`src/rtl/inst_li_encode_if.sv`:
```
// Handshake bundle between a load-immediate requester and the encoder.
// The master drives requests and consumes instruction words; the slave is the encoder.
interface inst_li_encode_if;
    logic        req_valid;
    logic        req_ready;
    logic [4:0]  req_rd;
    logic [31:0] req_value;
    logic        out_valid;
    logic        out_ready;
    logic [31:0] out_inst;
    logic        out_last;
    logic        busy;

    modport master (
        output req_valid, req_rd, req_value, out_ready,
        input  req_ready, out_valid, out_inst, out_last, busy
    );

    modport slave (
        input  req_valid, req_rd, req_value, out_ready,
        output req_ready, out_valid, out_inst, out_last, busy
    );
endinterface

```
`src/rtl/inst_li_encode.sv`:
```
// Expands a 32-bit load-immediate into the shortest RV32I LUI/ADDI sequence,
// streamed one instruction word per handshake.
module inst_li_encode (
    input  logic             clk,
    input  logic             reset,
    inst_li_encode_if.slave  bus
);
    typedef enum logic [1:0] {
        IDLE,
        EMIT_LUI,
        EMIT_ADDI
    } state_t;

    localparam logic [31:0] NOP_INST = 32'h0000_0013;

    state_t      state;
    state_t      state_next;
    logic [4:0]  rd_q;
    logic [19:0] upper_q;
    logic [11:0] lower_q;
    logic        need_addi;
    logic        follows_lui;

    logic        accept;
    logic        fire;
    logic [19:0] upper_in;
    logic [11:0] lower_in;
    logic [4:0]  rs1;

    // ADDI sign-extends its immediate, so a set bit 11 borrows one from the upper part.
    assign upper_in = bus.req_value[31:12] + {19'd0, bus.req_value[11]};
    assign lower_in = bus.req_value[11:0];
    assign accept   = bus.req_valid && (state == IDLE);
    assign fire     = (state != IDLE) && bus.out_ready;
    assign rs1      = follows_lui ? rd_q : 5'd0;

    always_ff @(posedge clk) begin
        if (reset) begin
            state <= IDLE;
        end else begin
            state <= state_next;
        end
    end

    // rd==0 collapses to a plain NOP by forcing a zero immediate into the ADDI path.
    always_ff @(posedge clk) begin
        if (reset) begin
            rd_q        <= 5'd0;
            upper_q     <= 20'd0;
            lower_q     <= 12'd0;
            need_addi   <= 1'b0;
            follows_lui <= 1'b0;
        end else if (accept) begin
            rd_q        <= bus.req_rd;
            upper_q     <= upper_in;
            lower_q     <= (bus.req_rd == 5'd0) ? 12'd0 : lower_in;
            need_addi   <= (upper_in != 20'd0) && (lower_in != 12'd0);
            follows_lui <= 1'b0;
        end else if ((state == EMIT_LUI) && fire) begin
            follows_lui <= 1'b1;
        end
    end

    always_comb begin
        state_next    = state;
        bus.req_ready = 1'b0;
        bus.busy      = 1'b1;
        bus.out_valid = 1'b0;
        bus.out_last  = 1'b0;
        bus.out_inst  = NOP_INST;
        case (state)
            IDLE: begin
                bus.req_ready = 1'b1;
                bus.busy      = 1'b0;
                if (accept) begin
                    if ((bus.req_rd == 5'd0) || (upper_in == 20'd0)) begin
                        state_next = EMIT_ADDI;
                    end else begin
                        state_next = EMIT_LUI;
                    end
                end
            end
            EMIT_LUI: begin
                bus.out_valid = 1'b1;
                bus.out_last  = !need_addi;
                bus.out_inst  = {upper_q, rd_q, 7'b0110111};
                if (fire) begin
                    state_next = need_addi ? EMIT_ADDI : IDLE;
                end
            end
            EMIT_ADDI: begin
                bus.out_valid = 1'b1;
                bus.out_last  = 1'b1;
                bus.out_inst  = {lower_q, rs1, 3'b000, rd_q, 7'b0010011};
                if (fire) begin
                    state_next = IDLE;
                end
            end
            default: begin
                state_next = IDLE;
            end
        endcase
    end
endmodule

```
`src/flat_wrapper.sv`:
```
// flat-port wrapper written by rule: the top's interface ports become plain ports
module inst_li_encode_flat 
  (clk, reset, bus_req_valid, bus_req_rd, bus_req_value, bus_out_ready, bus_req_ready, bus_out_valid, bus_out_inst, bus_out_last, bus_busy);
  inst_li_encode_if bus_i ();
  input  logic clk;
  input  logic reset;
  input wire logic [$bits(bus_i.req_valid)-1:0] bus_req_valid;
  input wire logic [$bits(bus_i.req_rd)-1:0] bus_req_rd;
  input wire logic [$bits(bus_i.req_value)-1:0] bus_req_value;
  input wire logic [$bits(bus_i.out_ready)-1:0] bus_out_ready;
  output wire logic [$bits(bus_i.req_ready)-1:0] bus_req_ready;
  output wire logic [$bits(bus_i.out_valid)-1:0] bus_out_valid;
  output wire logic [$bits(bus_i.out_inst)-1:0] bus_out_inst;
  output wire logic [$bits(bus_i.out_last)-1:0] bus_out_last;
  output wire logic [$bits(bus_i.busy)-1:0] bus_busy;
  assign bus_i.req_valid = bus_req_valid;
  assign bus_i.req_rd = bus_req_rd;
  assign bus_i.req_value = bus_req_value;
  assign bus_i.out_ready = bus_out_ready;
  assign bus_req_ready = bus_i.req_ready;
  assign bus_out_valid = bus_i.out_valid;
  assign bus_out_inst = bus_i.out_inst;
  assign bus_out_last = bus_i.out_last;
  assign bus_busy = bus_i.busy;
  inst_li_encode u_core (.clk(clk), .reset(reset), .bus(bus_i));
endmodule
```
`config.mk`:
```
export PLATFORM = sky130hd
export DESIGN_NAME = inst_li_encode_flat
export DESIGN_NICKNAME = d
export VERILOG_FILES = /design/src/rtl/inst_li_encode_if.sv /design/src/rtl/inst_li_encode.sv /design/src/flat_wrapper.sv
export SDC_FILE = /design/constraint.sdc
export NUM_CORES = 1
export LEC_CHECK = 0
export ABC_AREA = 1
export CAP_MARGIN = 5
export CORE_MARGIN = 3
export CORE_UTILIZATION = 47
export DETAILED_ROUTE_END_ITERATION = 7
export GPL_TIMING_DRIVEN = 0
export PLACE_DENSITY = 0.78
export SYNTH_ARGS = -nofsm -noshare
export SYNTH_HDL_FRONTEND = slang
export SYNTH_SLANG_ARGS = --single-unit
```
`constraint.sdc`:
```
create_clock -name clk -period 2.5 [get_ports clk]
set_clock_uncertainty 0.15 [all_clocks]
set_input_delay 0.5 -clock clk [delete_from_list [all_inputs] [get_ports clk]]
set_output_delay 0.5 -clock clk [all_outputs]
set_load 0.02 [all_outputs]
```
==> results of run 1 <==
[logic make-up after synthesis]
logic type                 count (synthesis)
DFF                                       41
xor gates and xnor gates                   2
buffers and inverters                     88
other                                      2
adders and majority gates                  5
and+or+nand+nor                          168
AOI/OAI and AO/OA                         67
[power by group through the flow]
stage	Sequential, µW	Combinational [µW]	Clock (µW)
4_1_cts	842	1190	434
3_5_place_dp	855	1080	0
6_report	848	1240	431
5_1_grt	863	1350	460
2_1_floorplan	844	672	0
3_3_place_gp	851	1060	0
[Yosys cell counts, types with 4 or more instances]
master,n
ha_1,5
nor2_4,4
o32ai_1,9
nand3_1,29
nand2_1,81
o22ai_1,16
nand4_1,5
nor2_2,5
o21ai_0,33
dfxtp_1,41
buf_4,6
clkbuf_1,9
nor2_1,28
inv_1,70
nor3_1,6
[sequential cells by signal, summed over array words and instances (netlist names)]
| name | flops |
|---|---|
| u_core.follows_lui | 1 |
| u_core.lower_q | 12 |
| u_core.need_addi | 1 |
| u_core.rd_q | 5 |
| u_core.state | 2 |
| u_core.upper_q | 20 |
[path summary, 6_finish.rpt]
check	start	endpoint	slack, ps
setup / recovery	u_core.state[1]	bus_out_inst[20]	60
hold reg to reg	u_core.follows_lui	u_core.follows_lui	310
setup reg to reg	u_core.state[1]	u_core.need_addi	330
hold / removal	u_core.follows_lui	u_core.follows_lui	310
[through the flow]
step	setup WS (ps)	instance area [µm²]	utilization, %
floorplan	58.5	2440	-
finish	63.0	3420	70.6
CTS	-2.80	3400	70.2
global route	-26.9	3420	70.6
detailed placement	-540	3240	66.8
global placement	-480	3240	66.8
[cell type report]
type                       count  area, µm²
tap                           67       83.8
fill                         429       1430
clock buffer                   7       86.3
buffer                        15       91.3
inverter                      73        274
multi-input combinational    247       1420
timing repair buffer          74        643
sequential                    41        822
[worst reg2reg max path, delay by kind of cell, from the launching register on]
kind,cells,cell delay (ps)
compound gates,2,430
fa+ha+maj,1,170
simple gates,2,450
buf+inv,2,580
flops,1,330
[per-layer routing]
layer,track usage [%],wire [µm],vias to the layer above,part of all wire [%]
li1,-,-,1365,-
met2,40.8,3440,80,49
met3,3.25,391,6,5.5
met5,0,0,-,0
met4,7.87,65,0,0.92
met1,29.6,3180,1201,45
[cell usage in the layout, fill, tap and decap left out, types with 2 or more instances in the layout]
master           netlist  layout
nand3_1               29      27
dfxtp_1               41      40
a21oi_1                3       3
o32ai_1                9       3
clkdlybuf4s50_1        0      42
nor2_4                 4       5
o21ai_0               33      32
clkbuf_8               0       6
buf_2                  0       9
buf_4                  6      12
a31oi_1                2       2
inv_1                 70      69
o32ai_2                0       6
nor3_1                 6       6
nand2_1               81      77
o22ai_2                0       2
clkbuf_2               0      10
nand3b_1               2       2
nor4_1                 3       3
clkdlybuf4s15_2        0       2
inv_2                  1       3
ha_4                   0       4
nor2_1                28      27
nand4_1                5       5
dlygate4sd2_1          0       2
clkbuf_1               9       7
nand3_2                2       3
conb_1                 2       5
a22o_1                 2       2
nor2_2                 5       5
o22ai_1               16      14
nand2_2                2       6
dlymetal6s2s_1         0       3
[repair_timing]
action / CTS / global route
buffers inserted: 0 / 3
hold endpoints to repair: 0 / 0
endpoints found under the setup margin: 29 / 28
gates resized for setup: 101 / 42
pin swaps: 2 / 8
==> impl_metrics.json, run 1 <==
{
  "status": "complete, no violations",
  "first_pass_iters": 4,
  "yosysWarnings": 0,
  "critPathKind": "reg -> out",
  "crit_slowest_cell": "dfxtp_1",
  "vias": 2652,
  "post-route-period-util_pct": 97.5,
  "p_leak_uw": 0.00146,
  "grt_pass1_wl_mm": 11.6,
  "routabilityCongestion": 0.892,
  "ys_seq_elements": 41,
  "synth_area_leaders": "dfxtp_1 (34%), nand2_1 (12%), inv_1 (11%)",
  "holdPathStages": 2,
  "fin_nets": 503,
  "synth_top_family_by_area": "simple AND/OR/NAND/NOR gates",
  "totalPowerFinal_uw": 2520,
  "crit_arrival_ps": 1790,
  "routed_wl_mm": 7.08,
  "synthArstFlopShare_pct": 0,
  "synth_edf_count": 0,
  "yosysUniqueCellTypes": 30,
  "p_sw_uw": 1040,
  "drv_slew": 0,
  "maxCapViolCount": 0,
  "wl_per_cell_um": 13.5,
  "critPathLaunchType": "register",
  "cts-buffers-inserted": 5,
  "fp.dieW_um": 78.0,
  "grt_util_all_layers_pct": 23.5,
  "pin_count": 77,
  "die_y_um": 78.0,
  "muxShareOfSynthArea_pct": 0,
  "hold_path_class": "reg -> reg",
  "worstRegToRegCells": 7,
  "drc_errors": 0,
  "path_cells": "inv_1 -> ha_4 -> inv_2 -> buf_6 -> o32ai_2 -> buf_4",
  "overflow": 0,
  "fin_crit_ps": 2440,
  "core-area_um2": 4850,
  "fin_setup_tns_ps": 0,
  "endpoint_kind": "output port",
  "max_slew_margin_pct": 63.2,
  "synth-simple-area-share_pct": 31.6,
  "seqPwrFrac_pct": 33.7,
  "p_per_area_nw_per_um2": 736,
  "rsz0062_at_grt": "true",
  "drt_iter0_markers": 196,
  "grt_max_degree": 12,
  "avgSynthCellArea_um2": 6.52,
  "grt_pass1_vias": 2528,
  "clk_pin_slew_worst_paths_ps": 70,
  "swShare_pct": 41.2,
  "synth_top_area_cell": "dfxtp_1",
  "vias_per_cell": 5.06,
  "num_rows": 25,
  "combinationalPowerShare_pct": 49.2,
  "fp.dieArea_um2": 6080,
  "p_int_uw": 1480,
  "final_antenna_net_count": 0,
  "cts_tree": "built",
  "io_buffers": 71,
  "instances_no_fill": 524,
  "dominantRegCellSynth": "dfxtp_1",
  "synth_compound_area_share_pct": 16.6,
  "yosysSeqAreaShare_pct": 33.7,
  "peakVddDrop_v": 0.000379,
  "clock_path_buffers": 2,
  "cts_root_buf": "clkbuf_8",
  "area_growth_pct": 40.6,
  "initial_utilization_pct": 50.2,
  "htreeDepth": 2,
  "cts_hold_buf": 0,
  "slowest_delay_ps": 360,
  "place_hpwl_mm": 5.36,
  "clkPwrFrac_pct": 17.1,
  "yosysTopAreaCellShare_pct": 33.7,
  "dpl.cell_count": 514,
  "worst_pin_slew_ps": 552,
  "clock_sinks": 41,
  "synth_area_um2": 2430,
  "path_buf_inv": 4,
  "cp.required_ps": 1850,
  "hold_ws_ps": 307,
  "grt_antenna_before_repair": 0,
  "cp_top_family": "buffers and inverters",
  "worst-path-max-fanout": 10,
  "drive_gt1_share_pct": 17.7,
  "timing_hold_violations_final": 0,
  "synthCells": 373,
  "synth_xor_area_share_pct": 0.720,
  "clk-insertion-delay-late_ps": 290,
  "n_antenna_cell": 0,
  "clock.fmax_mhz": 410,
  "critical_path_cell_count": 6,
  "synth-adder-area-share_pct": 2.57,
  "setup_viol": 0
}
No activity file was read; power rests on OpenSTA's default activity.
==> run 2: changes to the inputs <==
--- a/config.mk
+++ b/config.mk
@@ -12,6 +12,7 @@
 export DETAILED_ROUTE_END_ITERATION = 7
 export GPL_TIMING_DRIVEN = 0
 export PLACE_DENSITY = 0.78
+export SLEW_MARGIN = 20
 export SYNTH_ARGS = -nofsm -noshare
 export SYNTH_HDL_FRONTEND = slang
 export SYNTH_SLANG_ARGS = --single-unit
==> results of run 2 <==
Final layout, timing and power as in run 1 (identical DEF).
